==> src/rtl/bp_me_stream_to_wormhole_packetizer.sv <==
// Injection-side packetizer: BedRock stream (header + data beats) to
// wormhole flits. Header flits come from a capture register; data is passed straight through.
module bp_me_stream_to_wormhole_packetizer #(
  parameter int          paddr_width_p      = 40,
  parameter int          flit_width_p       = 64,
  parameter int          cord_width_p       = 8,
  parameter int          len_width_p        = 5,
  parameter int          cid_width_p        = 0,
  parameter int          pr_payload_width_p = 32,
  parameter int          pr_hdr_width_p     =
    pr_payload_width_p + 3 + paddr_width_p + 8,
  parameter logic [15:0] pr_stream_mask_p   = 16'h00AA,
  parameter int          pr_data_width_p    = flit_width_p,
  parameter int          wh_hdr_width_p     =
    cord_width_p + len_width_p + cid_width_p + pr_hdr_width_p,
  localparam int         cid_lp             =
    (cid_width_p > 0) ? cid_width_p : 1
) (
  input  logic                       clk_i,
  input  logic                       reset_i,
  input  logic [pr_hdr_width_p-1:0]  pr_hdr_i,
  input  logic [pr_data_width_p-1:0] pr_data_i,
  input  logic                       pr_v_i,
  output logic                       pr_ready_and_o,
  input  logic [cord_width_p-1:0]    dst_cord_i,
  input  logic [cid_lp-1:0]          dst_cid_i,
  output logic [flit_width_p-1:0]    link_data_o,
  output logic                       link_v_o,
  input  logic                       link_ready_and_i
);

  localparam int hdr_len_lp =
    (wh_hdr_width_p + flit_width_p - 1) / flit_width_p;
  localparam int hcnt_w_lp     = $clog2(hdr_len_lp + 1);
  localparam int pack_w_lp     = hdr_len_lp * flit_width_p;
  localparam int size_lsb_lp   = 8 + paddr_width_p;
  localparam int flit_shift_lp = $clog2(flit_width_p);
  localparam int cid_off_lp    = cord_width_p + len_width_p;
  localparam int prh_off_lp    = cid_off_lp + cid_width_p;
  localparam logic [hcnt_w_lp-1:0] hdr_last_lp =
    hcnt_w_lp'(hdr_len_lp - 1);

  if (pr_data_width_p != flit_width_p) begin : g_bad_data_w
    $error("pr_data_width_p must equal flit_width_p");
  end
  if (pr_hdr_width_p != pr_payload_width_p + 3 + paddr_width_p + 8)
  begin : g_bad_hdr_w
    $error("pr_hdr_width_p does not match header layout");
  end

  typedef enum logic [1:0] {
    e_ready,
    e_hdr,
    e_data
  } state_e;

  state_e                 state_q, state_d;
  logic [pack_w_lp-1:0]   hdr_q, hdr_d;
  logic [len_width_p-1:0] beats_q, beats_d;
  logic                   has_data_q, has_data_d;
  logic [hcnt_w_lp-1:0]   hdr_cnt_q, hdr_cnt_d;
  logic [len_width_p-1:0] data_cnt_q, data_cnt_d;

  logic [3:0]             msg_type;
  logic [2:0]             msg_size;
  logic                   msg_has_data;
  int                     beats_int;
  logic [len_width_p-1:0] msg_beats;
  logic [len_width_p-1:0] msg_len;
  logic [pack_w_lp-1:0]   packed_hdr;

  always_comb begin
    msg_type     = pr_hdr_i[3:0];
    msg_size     = pr_hdr_i[size_lsb_lp +: 3];
    msg_has_data = pr_stream_mask_p[msg_type];
    beats_int    = (32'd8 << msg_size) >> flit_shift_lp;
    if (beats_int == 0) beats_int = 1;
    if (!msg_has_data) beats_int = 0;
    msg_beats = len_width_p'(beats_int);
    msg_len   = len_width_p'(hdr_len_lp + beats_int - 1);
    // With no cid field the header overwrites the unused cid bit.
    packed_hdr = '0;
    packed_hdr[0 +: cord_width_p]         = dst_cord_i;
    packed_hdr[cord_width_p +: len_width_p] = msg_len;
    packed_hdr[cid_off_lp +: cid_lp]      = dst_cid_i;
    packed_hdr[prh_off_lp +: pr_hdr_width_p] = pr_hdr_i;
  end

  always_comb begin
    state_d        = state_q;
    hdr_d          = hdr_q;
    beats_d        = beats_q;
    has_data_d     = has_data_q;
    hdr_cnt_d      = hdr_cnt_q;
    data_cnt_d     = data_cnt_q;
    link_v_o       = 1'b0;
    link_data_o    = '0;
    pr_ready_and_o = 1'b0;
    unique case (state_q)
      e_ready: begin
        if (pr_v_i) begin
          hdr_d      = packed_hdr;
          beats_d    = msg_beats;
          has_data_d = msg_has_data;
          hdr_cnt_d  = '0;
          state_d    = e_hdr;
        end
      end
      e_hdr: begin
        link_v_o    = 1'b1;
        link_data_o = hdr_q[flit_width_p-1:0];
        if (link_ready_and_i) begin
          hdr_cnt_d = hdr_cnt_q + 1'b1;
          hdr_d     = hdr_q >> flit_width_p;
          if (hdr_cnt_q == hdr_last_lp) begin
            if (has_data_q) begin
              data_cnt_d = '0;
              state_d    = e_data;
            end else begin
              // Header-only message: its single beat retires here.
              pr_ready_and_o = 1'b1;
              state_d        = e_ready;
            end
          end
        end
      end
      e_data: begin
        link_v_o       = pr_v_i;
        link_data_o    = pr_data_i;
        pr_ready_and_o = link_ready_and_i;
        if (pr_v_i && link_ready_and_i) begin
          data_cnt_d = data_cnt_q + 1'b1;
          if (data_cnt_q == beats_q - 1'b1) state_d = e_ready;
        end
      end
      default: state_d = e_ready;
    endcase
  end

  always_ff @(posedge clk_i) begin
    if (reset_i) begin
      state_q    <= e_ready;
      hdr_q      <= '0;
      beats_q    <= '0;
      has_data_q <= 1'b0;
      hdr_cnt_q  <= '0;
      data_cnt_q <= '0;
    end else begin
      state_q    <= state_d;
      hdr_q      <= hdr_d;
      beats_q    <= beats_d;
      has_data_q <= has_data_d;
      hdr_cnt_q  <= hdr_cnt_d;
      data_cnt_q <= data_cnt_d;
    end
  end

endmodule

==> config.mk <==
export PLATFORM = sky130hd
export DESIGN_NAME = bp_me_stream_to_wormhole_packetizer
export DESIGN_NICKNAME = d
export VERILOG_FILES = /design/src/rtl/bp_me_stream_to_wormhole_packetizer.sv
export SDC_FILE = /design/constraint.sdc
export NUM_CORES = 1
export LEC_CHECK = 0
export BUFFER_PORTS_ARGS = -buffer_cell sky130_fd_sc_hd__buf_2
export CELL_PAD_IN_SITES_DETAIL_PLACEMENT = 0
export CELL_PAD_IN_SITES_GLOBAL_PLACEMENT = 1
export CORE_MARGIN = 2
export CORE_UTILIZATION = 35
export CTS_CLUSTER_SIZE = 10
export DETAILED_ROUTE_END_ITERATION = 8
export PLACE_DENSITY_LB_ADDON = 0.1
export RECOVER_POWER = 50
export SETUP_SLACK_MARGIN = 0.02
export SYNTH_ARGS = -nofsm -noshare
export SYNTH_HDL_FRONTEND = slang
export SYNTH_SLANG_ARGS = --single-unit
export TNS_END_PERCENT = 100
==> constraint.sdc <==
create_clock -name clk_i -period 2 [get_ports clk_i]
set_clock_uncertainty 0.15 [all_clocks]
set_input_delay 0.1 -clock clk_i [delete_from_list [all_inputs] [get_ports clk_i]]
set_output_delay 0.1 -clock clk_i [all_outputs]
set_load 0.1 [all_outputs]
==> reports/metrics.csv <==
stage,metric,value,unit
synthesis,Yosys cell types,36,
drt,Initial DRC Count,344,
drt,total detailed-routing wirelength,19700,um
synthesis,Synth area leader,dfxtp_1,
die,Initial Util,35.7,%
worst_setup_path,Register-to-Register Path Depth,8,
pwr,NetSw,4.08,mW
drt,drt first pass iters,5,
final_layout,layout cell share with drive strength beyond 1,40.1,%
final_layout,Layout Cells excl Fill,1119,
place,PortBufs,224,
final_layout,Util after Layout,64.7,%
pwr,clock network fraction of total power,17.3,%
synthesis,Mapped Nets,794,
synthesis,Yosys top cell area share,41.1,%
timing,Final min period,2.00,ns
place,final weighted congestion in routability-driven placement,0.838,
synthesis,register area share after synthesis,41.1,%
pwr,Sw Ratio,40.2,%
clocking,CTS buffer count,9,
worst_setup_path,critical path peak fanout,26,
worst_setup_path,"Top cell by count, worst path",buf_12,
clocking,"Clk Latency, worst-skew pair",0.36,ns
die,IO Pins,226,
worst_setup_path,Worst Path Arrival,1.75,ns
final_layout,fillers,1219,
synthesis,"flops & latches, synth",111,
flow_run,Max Cap Viol,0,
synthesis,Synth Cell Area,5400,sq um
die,die width,128,um
global_routing,Global Route Usage Sum,23.6,%
clocking,CTS tree,built,
clocking,H-tree Lvls,3,
worst_setup_path,Max stage delay on crit path,0.34,ns
synthesis,yosys warns,0,
die,die footprint,16400,sq um
synthesis,Synth async-reset ratio,0,%
synthesis,top post-synthesis cells by area,"dfxtp_1, a22oi_1, nor2b_1, nor2_1, mux2i_1",
synthesis,Syn Area/Cell,8.61,sq um
place,dpl hpwl,13200,um
place,# placed instances,1001,
timing,final worst slack,0.000169,ns
clocking,Worst-path clk slew,0.07,ns
status,run status,completed,
global_routing,pin count of the biggest net entering global routing,79,
final_layout,Syn-to-layout area delta,81.3,%
timing,max-slew violation count,0,
synthesis,top-count cell post-synth,a22oi_1,
timing,slew margin rel.,75.7,%
drt,routed via count,5884,
worst_setup_path,WS Path Type,reg -> out,
timing,RSZ-0062 raised after global routing,true,
timing,Max Clock Freq,500,MHz
pwr,LEAKAGE,3.74,nW
timing,Worst-Margin Slew,0.364,ns
die,row count,45,
pwr,power per cell area,1040,nW/um^2
worst_setup_path,"Data required, critical path",1.75,ns
pwr,VDD IR max,0.000631,V
timing,Setup Viol. Count Final,0,
global_routing,first-pass GRT wire length,30600,um
clocking,clk root buf,clkbuf_16,
drt,DRC viols,0,
die,core area,15100,sq um
timing,hold_ws,0.00776,ns
clocking,Max clock buf depth,2,
global_routing,antenna violations before repair,1,
final_layout,NumNets Final,1092,
timing,Final Cycle Share,100,%
worst_hold_path,Hold Path Class,in -> reg,
synthesis,top post-synthesis cells by count,"a22oi_1, dfxtp_1, nor2_1",
place,Setup WS pre-CTS,-0.0101,ns
pwr,Comb power frac,52.5,%
global_routing,number of global-route vias before repair,5756,
worst_setup_path,cell chain of the critical path,"buf_4, ha_4, buf_12, a22oi_1, nor2b_4, buf_12",
drt,Avg WL per Cell,17.6,um
worst_setup_path,kind of end point of the critical path,output pin,
synthesis,gate count of the mapped netlist,627,
drt,Vias/cell,5.26,
drt,Final ANT Viol Nets,0,
worst_setup_path,startpoint types,flip-flop,
pwr,Int Pwr,6.08,mW
global_routing,grt total ovfl,0,
clocking,clk sinks,111,
die,Die Y,128,um
synthesis,number of flops mapped to enable cells by yosys,0,
pwr,sequential power share,30.2,%
synthesis,Main synth FF type,dfxtp_1,
worst_hold_path,hold depth,3,
worst_setup_path,CP max stage cell,dfxtp_2,
timing,final hold vios,0,
layer usage:
| layer | part of all wire, % | track usage, % | vias to the layer above |
|---|---|---|---|
| met4 | 2.1 | 6.92 | 0 |
| met1 | 43 | 29.3 | 2787 |
| li1 | - | - | 2853 |
| met2 | 49 | 41.2 | 220 |
| met3 | 6.1 | 5.09 | 24 |
| met5 | 0 | 0 | - |
stage by stage:
stage	TNS, ns	total power [mW]	instance area, sq um
5_1_grt	-1.92	10.8	9790
6_report	0	10.2	9790
3_5_place_dp	-0.0101	7.81	8270
2_1_floorplan	0	6.40	5910
4_1_cts	0	10.2	9730
3_3_place_gp	0	7.73	8270
power groups by stage:
stage               clock, mW  combinational [mW]  sequential, mW
finish                   1.76                5.33            3.07
global route             1.91                5.72            3.12
CTS                      1.80                5.37            3.05
detailed placement          0                4.73            3.08
global placement            0                4.65            3.07
floorplan                   0                3.44            2.96
cells in the final DEF (no fill, tap or decap), types with 14 or more instances in the layout:
cell type / netlist / layout
a211oi_1: 30 / 30
nor2_1: 110 / 109
mux2i_1: 34 / 34
a22oi_1: 128 / 114
nor2b_4: 0 / 65
dfxtp_1: 111 / 109
buf_12: 0 / 76
a22oi_2: 0 / 14
buf_2: 26 / 157
dlygate4sd3_1: 0 / 90
cells by family (layout without fill, tap and decap cells):
| group | count (synthesis) | in the layout | share of synthesized area, % |
|---|---|---|---|
| buf+inv | 70 | 373 | 5.54 |
| mux | 34 | 34 | 6.30 |
| compound gates | 179 | 179 | 24.6 |
| simple gates | 217 | 217 | 19.4 |
| xor+xnor | 9 | 9 | 1.46 |
| fa+ha+maj | 7 | 7 | 1.62 |
| flops | 111 | 111 | 41.1 |
| other cells | 0 | 1 | 0 |
state kept, by name, summed over array words and instances (netlist names):
name / cells
hdr_cnt_q: 2
state_q: 2
beats_q: 5
data_cnt_q: 5
has_data_q: 1
hdr_q: 96
worst max-delay path, delay by kind of cell, from the launching register on:
kind                       cells  cell delay (ns)
and+or+nand+nor                1             0.08
adders and majority gates      1             0.19
buffers and inverters          3             0.48
DFF                            1             0.34
AOI/OAI and AO/OA              1             0.29
timing repair:
action,in CTS,in global routing
gates resized for setup,34,23
endpoints found under the hold margin,92,0
cloned,3,1
endpoints found under the setup margin,73,130
hold buffers,90,0
pin swaps,3,4
buffers inserted,8,2
layout make-up:
| cell class | instances | area (sq um) | share of cell area, % |
|---|---|---|---|
| Multi-Input combinational cell | 446 | 3520 | 36.0 |
| Timing Repair Buffer | 347 | 3480 | 35.5 |
| Sequential cell | 111 | 2230 | 22.7 |
| Tap cell | 188 | 235 | 2.40 |
| Clock buffer | 9 | 225 | 2.30 |
| Clock inverter | 7 | 61.3 | 0.626 |
| Inverter | 10 | 42.5 | 0.434 |
| Antenna cell | 1 | 2.50 | 0.0255 |
final timing paths:
path,startpoint,to,slack [ns]
worst max-delay path,state_q[1],link_data_o[38],0.0002
worst min-delay path,dst_cord_i[5],hdr_q[5],0.008
worst max register to register,state_q[0],beats_q[1],0.04
worst min register to register,hdr_q[8],hdr_q[8],0.32
(Power assumes the default switching activity.)
